$ cat src/rtl/i2c_arm_board_slave.sv
// I2C responder for the arm-board end of the myo_control link: decodes 4-byte
// register writes into an 88-bit command frame and serves a 32-bit status word.
module i2c_arm_board_slave #(
  parameter int SYNC_STAGES   = 2,
  parameter int FILTER_CYCLES = 3
) (
  input  logic        clock,
  input  logic        reset,
  input  logic        scl_in,
  input  logic        sda_in,
  output logic        sda_oe,
  input  logic [6:0]  device_id,
  input  logic [31:0] status,
  output logic [87:0] command_frame,
  output logic        frame_valid,
  output logic        busy,
  output logic        protocol_error
);
  localparam int FW = $clog2(FILTER_CYCLES + 1);

  typedef enum logic [2:0] {
    S_IDLE, S_ADDR, S_ADDR_ACK, S_REG, S_WACK, S_WDATA, S_RDATA, S_WAIT_STOP
  } state_t;

  logic [SYNC_STAGES-1:0] r_scl_sync, r_sda_sync;
  logic [FW-1:0]          r_scl_cnt, r_sda_cnt;
  logic                   r_scl_f, r_sda_f, r_scl_d, r_sda_d;
  logic                   w_scl_rise, w_scl_fall, w_start, w_stop;

  state_t      r_state, n_state;
  logic [3:0]  r_bit, n_bit;
  logic [7:0]  r_shift, n_shift;
  logic        r_rw, n_rw;
  logic [6:0]  r_dev_id, n_dev_id;
  logic [2:0]  r_ptr, n_ptr, r_bidx, n_bidx;
  logic [1:0]  r_dcnt, n_dcnt;
  logic [23:0] r_acc, n_acc;
  logic [87:0] r_shadow, n_shadow, r_frame;
  logic [31:0] r_snap, n_snap;
  logic        r_pend, n_pend, r_commit, n_commit, r_fv;
  logic        r_busy, n_busy, r_err, n_err, r_oe, n_oe, r_mack, n_mack;
  logic [7:0]  w_sh_next, w_rbyte, w_nbyte;
  logic [23:0] w_acc_next;
  logic [2:0]  w_bidx_inc;

  function automatic logic [7:0] rd_byte(input logic [2:0] idx, input logic [31:0] snap);
    case (idx)
      3'd0:    return snap[31:24];
      3'd1:    return snap[23:16];
      3'd2:    return snap[15:8];
      3'd3:    return snap[7:0];
      default: return 8'hFF;
    endcase
  endfunction

  // A filtered level only moves after FILTER_CYCLES consecutive disagreeing samples.
  always_ff @(posedge clock) begin
    if (reset) begin
      r_scl_sync <= '1;
      r_sda_sync <= '1;
      r_scl_cnt  <= '0;
      r_sda_cnt  <= '0;
      r_scl_f    <= 1'b1;
      r_sda_f    <= 1'b1;
      r_scl_d    <= 1'b1;
      r_sda_d    <= 1'b1;
    end else begin
      r_scl_sync <= {r_scl_sync[SYNC_STAGES-2:0], scl_in};
      r_sda_sync <= {r_sda_sync[SYNC_STAGES-2:0], sda_in};
      if (r_scl_sync[SYNC_STAGES-1] != r_scl_f) begin
        if (r_scl_cnt == FW'(FILTER_CYCLES - 1)) begin
          r_scl_f   <= r_scl_sync[SYNC_STAGES-1];
          r_scl_cnt <= '0;
        end else begin
          r_scl_cnt <= r_scl_cnt + 1'b1;
        end
      end else begin
        r_scl_cnt <= '0;
      end
      if (r_sda_sync[SYNC_STAGES-1] != r_sda_f) begin
        if (r_sda_cnt == FW'(FILTER_CYCLES - 1)) begin
          r_sda_f   <= r_sda_sync[SYNC_STAGES-1];
          r_sda_cnt <= '0;
        end else begin
          r_sda_cnt <= r_sda_cnt + 1'b1;
        end
      end else begin
        r_sda_cnt <= '0;
      end
      r_scl_d <= r_scl_f;
      r_sda_d <= r_sda_f;
    end
  end

  assign w_scl_rise = r_scl_f & ~r_scl_d;
  assign w_scl_fall = ~r_scl_f & r_scl_d;
  assign w_start    = r_scl_f & r_scl_d & r_sda_d & ~r_sda_f;
  assign w_stop     = r_scl_f & r_scl_d & ~r_sda_d & r_sda_f;
  assign w_sh_next  = {r_shift[6:0], r_sda_f};
  assign w_acc_next = {r_acc[15:0], w_sh_next};
  assign w_bidx_inc = (r_bidx == 3'd4) ? 3'd4 : r_bidx + 3'd1;
  assign w_rbyte    = rd_byte(r_bidx, r_snap);
  assign w_nbyte    = rd_byte(w_bidx_inc, r_snap);

  always_ff @(posedge clock) begin
    if (reset) begin
      r_state  <= S_IDLE;
      r_bit    <= '0;
      r_shift  <= '0;
      r_rw     <= 1'b0;
      r_dev_id <= '0;
      r_ptr    <= '0;
      r_bidx   <= '0;
      r_dcnt   <= '0;
      r_acc    <= '0;
      r_shadow <= '0;
      r_frame  <= '0;
      r_snap   <= '0;
      r_pend   <= 1'b0;
      r_commit <= 1'b0;
      r_fv     <= 1'b0;
      r_busy   <= 1'b0;
      r_err    <= 1'b0;
      r_oe     <= 1'b0;
      r_mack   <= 1'b0;
    end else begin
      r_state  <= n_state;
      r_bit    <= n_bit;
      r_shift  <= n_shift;
      r_rw     <= n_rw;
      r_dev_id <= n_dev_id;
      r_ptr    <= n_ptr;
      r_bidx   <= n_bidx;
      r_dcnt   <= n_dcnt;
      r_acc    <= n_acc;
      r_shadow <= n_shadow;
      r_snap   <= n_snap;
      r_pend   <= n_pend;
      r_commit <= n_commit;
      r_busy   <= n_busy;
      r_err    <= n_err;
      r_oe     <= n_oe;
      r_mack   <= n_mack;
      r_fv     <= r_commit;
      if (r_commit) r_frame <= r_shadow;
    end
  end

  always_comb begin
    n_state  = r_state;
    n_bit    = r_bit;
    n_shift  = r_shift;
    n_rw     = r_rw;
    n_dev_id = r_dev_id;
    n_ptr    = r_ptr;
    n_bidx   = r_bidx;
    n_dcnt   = r_dcnt;
    n_acc    = r_acc;
    n_shadow = r_shadow;
    n_snap   = r_snap;
    n_pend   = r_pend;
    n_commit = 1'b0;
    n_busy   = r_busy;
    n_err    = r_err;
    n_oe     = r_oe;
    n_mack   = r_mack;
    if (w_stop) begin
      n_state  = S_IDLE;
      n_oe     = 1'b0;
      n_busy   = 1'b0;
      n_bit    = '0;
      n_commit = r_pend;
      n_pend   = 1'b0;
    end else if (w_start) begin
      n_state  = S_ADDR;
      n_oe     = 1'b0;
      n_bit    = '0;
      n_dev_id = device_id;
    end else begin
      case (r_state)
        S_ADDR: if (w_scl_rise) begin
          n_shift = w_sh_next;
          n_bit   = r_bit + 4'd1;
          if (r_bit == 4'd7) begin
            if (w_sh_next[7:1] == r_dev_id) begin
              n_state = S_ADDR_ACK;
              n_busy  = 1'b1;
              n_rw    = w_sh_next[0];
              n_snap  = status;
              n_bidx  = '0;
            end else begin
              n_state = S_IDLE;
            end
          end
        end
        // bit count 8 = first falling edge (drive ACK), 9 = end of ACK slot
        S_ADDR_ACK, S_WACK: if (w_scl_fall) begin
          if (r_bit == 4'd8) begin
            n_oe  = 1'b1;
            n_bit = 4'd9;
          end else begin
            n_bit = '0;
            if (r_state == S_ADDR_ACK && r_rw) begin
              n_state = S_RDATA;
              n_oe    = ~r_snap[31];
            end else begin
              n_oe    = 1'b0;
              n_state = (r_state == S_ADDR_ACK) ? S_REG : S_WDATA;
            end
          end
        end
        S_REG: if (w_scl_rise) begin
          n_shift = w_sh_next;
          n_bit   = r_bit + 4'd1;
          if (r_bit == 4'd7) begin
            if (w_sh_next >= 8'd1 && w_sh_next <= 8'd4) begin
              n_ptr   = w_sh_next[2:0];
              n_dcnt  = '0;
              n_state = S_WACK;
            end else begin
              n_err   = 1'b1;
              n_state = S_WAIT_STOP;
            end
          end
        end
        S_WDATA: if (w_scl_rise) begin
          n_shift = w_sh_next;
          n_bit   = r_bit + 4'd1;
          if (r_bit == 4'd7) begin
            if (r_dcnt == 2'd3) begin
              n_err   = 1'b1;
              n_state = S_WAIT_STOP;
            end else begin
              n_acc   = w_acc_next;
              n_dcnt  = r_dcnt + 2'd1;
              n_state = S_WACK;
              if (r_dcnt == 2'd2) begin
                case (r_ptr)
                  3'd1:    n_shadow[23:0]  = w_acc_next;
                  3'd2:    n_shadow[47:24] = w_acc_next;
                  3'd3:    n_shadow[71:48] = w_acc_next;
                  default: begin
                    n_shadow[87:72] = w_acc_next[15:0];
                    n_pend          = 1'b1;
                  end
                endcase
              end
            end
          end
        end
        S_RDATA: begin
          if (w_scl_rise) begin
            if (r_bit == 4'd8) begin
              n_mack = ~r_sda_f;
              n_bit  = 4'd9;
            end else if (r_bit < 4'd8) begin
              n_bit = r_bit + 4'd1;
            end
          end else if (w_scl_fall) begin
            if (r_bit < 4'd8) begin
              n_oe = ~w_rbyte[3'd7 - r_bit[2:0]];
            end else if (r_bit == 4'd8) begin
              n_oe = 1'b0;
            end else if (r_mack) begin
              n_bidx = w_bidx_inc;
              n_bit  = '0;
              n_oe   = ~w_nbyte[7];
            end else begin
              n_oe    = 1'b0;
              n_state = S_WAIT_STOP;
            end
          end
        end
        default: ;
      endcase
    end
  end

  assign sda_oe         = r_oe;
  assign command_frame  = r_frame;
  assign frame_valid    = r_fv;
  assign busy           = r_busy;
  assign protocol_error = r_err;
endmodule
$ cat config.mk
export PLATFORM = sky130hd
export DESIGN_NAME = i2c_arm_board_slave
export DESIGN_NICKNAME = d
export VERILOG_FILES = /design/src/rtl/i2c_arm_board_slave.sv
export SDC_FILE = /design/constraint.sdc
export NUM_CORES = 1
export LEC_CHECK = 0
export ABC_CLOCK_PERIOD_IN_PS = 2300
export BUFFER_PORTS_ARGS = -buffer_cell sky130_fd_sc_hd__buf_2
export CORE_UTILIZATION = 54
export CTS_BUF_LIST = sky130_fd_sc_hd__clkbuf_2 sky130_fd_sc_hd__clkbuf_4 sky130_fd_sc_hd__clkbuf_8
export CTS_CLUSTER_SIZE = 8
export DETAILED_ROUTE_END_ITERATION = 10
export PLACE_DENSITY = 0.78
export SETUP_SLACK_MARGIN = 0.02
export SYNTH_ARGS = -nofsm -noshare
export SYNTH_HDL_FRONTEND = slang
export SYNTH_SLANG_ARGS = --single-unit
$ cat constraint.sdc
create_clock -name clock -period 2.3 [get_ports clock]
set_clock_uncertainty 0.2 [all_clocks]
set_input_delay 0.46 -clock clock [delete_from_list [all_inputs] [get_ports clock]]
set_output_delay 0.46 -clock clock [all_outputs]
set_load 0.02 [all_outputs]
==> metrics <==
post-synth top area cell=dfxtp_1; worst r2r path cells=6; Crit path required time=2.55 ns; clk buf depth=3; clock slew at reported path FFs=0.06 ns; first-pass GRT wire length=42.8 mm; vias in the first global route=8465; crit start category=flip-flop; worst hold path class=in2reg; Final Max Slew Viols=0; Max Freq=443 MHz; reg2reg setup slack=0.04 ns; RSZ-0062 raised after global routing=true; Synth Net Count=1224; die area=20600 µm²; layout cells sized above 1=22.1%; Yosys cell types=73; CP dominant cell by count=buf_4; routed len/inst=16.5 µm; die height=143 µm; Nets=1416; H-tree levels=2; non-filler instance count after layout=1652; YS warnings=0; number of synthesized flops with an enable pin=0; worst vdd ir=0.567 mV; synthesized area per cell=9.26 µm²; hpwl dp=17.0 mm; via-per-instance ratio=5.42; max cap viols=0; endpoints failing hold=0; actual slew at the worst max-slew pin=0.582 ns; Critical Path End Type=flip-flop; Worst path max stage delay=0.72 ns; via count=8948; Cell Rows=51; Num CTS Buffers=44; area share of the largest cell type after synthesis=50.6%; slew margin rel.=60.8%; First DRT Iteration DRCs=662; final hold slack=0.0349 ns; clock root cell=clkbuf_8; placed instance area=11900 µm²; min Tclk post-route=2.26 ns; Synth Flop Type=dfxtp_1; fin util=68.4%; detailed-route DRC error count=0; Post-Syn Area=10800 µm²; initial antenna violation count=0; Initial Util=55.3%; GRT Total Usage=26.4%; commonest non-fill, non-tap cell in the layout=dfxtp_1; n_diodes=0; die width=143 µm; routability cong.=0.889; Final ANT Viol Nets=0; CTS tree=yes; crit path to=r_state[1]$_SDFFE_PP0P_; Fin Setup TNS=0 ns; most frequent cells in the layout=dfxtp_1 (267), nand2_1 (195), nor2_1 (171); Crit-path slowest cell=or4b_2; Detailed Route WL=27.3 mm; clock sinks=273; TritonRoute pass-1 iters=5; PD cells=688 nW/µm²; layout overhead on the synthesized area=23.6%; leakage power total=5.22 nW; critical path class=reg2reg; crit path cell chain=buf_4 > or4b_2 > a21oi_1 > nor4_4 > buf_4 > a32o_1; worst reg2reg path startpoint=r_bit[1]$_SDFFE_PP0P_; grt ovf=0; I/O pin count=135; Final setup viols=0; Clk Latency, worst-skew pair=0.57 ns; largest net degree at the start of global routing=111; asr flop ratio synth=0%; post-synthesis sequential area ratio=50.6%; placed insts=1532; Syn Inst Count=1167; CP startpoint=r_bit[1]$_SDFFE_PP0P_; final instance area=13300 µm²; Synth area leaders=dfxtp_1 (51%), mux2i_1 (14%), nand2_1 (6.8%); Crit path arrival time=2.51 ns; status=finished, final reports clean; total core area=19500 µm²; fin crit share=98.3%; port bufs=134; CP max FO=9; Critical R2R Capture=r_state[1]$_SDFFE_PP0P_; post-synthesis register bit count=273
==> layout make-up <==
| class | instances | area (µm²) |
|---|---|---|
| Sequential cell | 273 | 5480 |
| Clock buffer | 68 | 817 |
| Inverter | 17 | 63.8 |
| Timing Repair Buffer | 233 | 1700 |
| Fill cell | 1547 | 6180 |
| Tap cell | 265 | 332 |
| Multi-Input combinational cell | 790 | 4890 |
| Clock inverter | 6 | 67.6 |
==> registers in the layout, indices dropped and copies added, names as in the netlist, 3 cells and up <==
name	flops
r_snap	32
r_dev_id	7
r_shadow	88
r_bit	4
command_frame	88
r_acc	16
r_ptr	3
r_state	3
r_bidx	3
r_shift	7
==> worst min path at each step <==
stage,start,cells after the start,slack (ns),endpoint
floorplan,r_scl_sync[0]$_SDFF_PP1_,1,0.19,r_scl_sync[1]$_SDFF_PP1_
global placement,r_scl_sync[0]$_SDFF_PP1_,1,0.20,r_scl_sync[1]$_SDFF_PP1_
detailed placement,r_scl_sync[0]$_SDFF_PP1_,1,0.20,r_scl_sync[1]$_SDFF_PP1_
CTS,reset,2,0.008,command_frame[39]$_SDFFE_PP0P_
global route,reset,2,0.02,command_frame[65]$_SDFFE_PP0P_
finish,reset,2,0.03,command_frame[39]$_SDFFE_PP0P_
==> power by group <==
part	switching, W	internal [W]	total (W)	leakage (nW)
combinational	0.000110	0.0000938	0.000204	2.55
sequential	0.00000265	0.00473	0.00474	2.20
clock	0.00187	0.00237	0.00424	0.472
total	0.00198	0.00720	0.00918	5.22
==> cell families after synthesis <==
logic type      share of synthesized area, %
compound gates                          9.94
xor+xnor                               0.892
mux                                     14.6
simple gates                            17.6
buf+inv                                 4.82
fa+ha+maj                               1.62
flops                                   50.6
==> repair_timing <==
action | in CTS | in global routing
hold buffers | 41 | 0
setup endpoints to repair | 5 | 85
gates resized for setup | 5 | 23
buffers inserted | 0 | 3
cloned | 0 | 2
endpoints found under the hold margin | 41 | 0
pin swaps | 0 | 4
==> cell usage after synthesis, types with 4 or more instances <==
| cell | number |
|---|---|
| a2111oi_0 | 4 |
| a211oi_1 | 7 |
| a21oi_1 | 103 |
| a222oi_1 | 5 |
| and3b_1 | 4 |
| buf_1 | 8 |
| buf_2 | 11 |
| buf_4 | 8 |
| buf_6 | 10 |
| clkbuf_1 | 48 |
| dfxtp_1 | 273 |
| ha_1 | 14 |
| inv_1 | 17 |
| mux2i_1 | 155 |
| nand2_1 | 195 |
| nand3_1 | 7 |
| nand3b_1 | 4 |
| nand4_1 | 4 |
| nand4b_1 | 5 |
| nor2_1 | 171 |
| nor2b_1 | 9 |
| nor3_1 | 6 |
| o211ai_1 | 4 |
| o21ai_0 | 9 |
| or2_2 | 5 |
| or3_1 | 4 |
| xor2_1 | 8 |
==> through the flow <==
stage                     setup slack (ns)  total power (W)
after global routing               -0.0301          0.00950
after detailed placement           -0.0201          0.00498
after CTS                           0.0166          0.00924
after global placement              0.0398          0.00498
final                               0.0402          0.00918
after floorplan                     0.0692          0.00492
==> critical path: cells and delay by family, from the launching register on <==
family / cells / cell delay [ns]
AO/OA/AOI/OAI: 2 / 0.49
flip-flops: 1 / 0.32
AND/OR/NAND/NOR: 2 / 0.81
buffers and inverters: 2 / 0.32
==> routing by layer <==
metal  vias up  routed length [µm]  track usage (%)
met5         -                   0                0
met2       290               12300             41.3
met1      4262               12600             36.0
met3        69                1610             5.06
li1       4327                   -                -
met4         0                 830             9.80
Power figures use the tool's default switching activity.
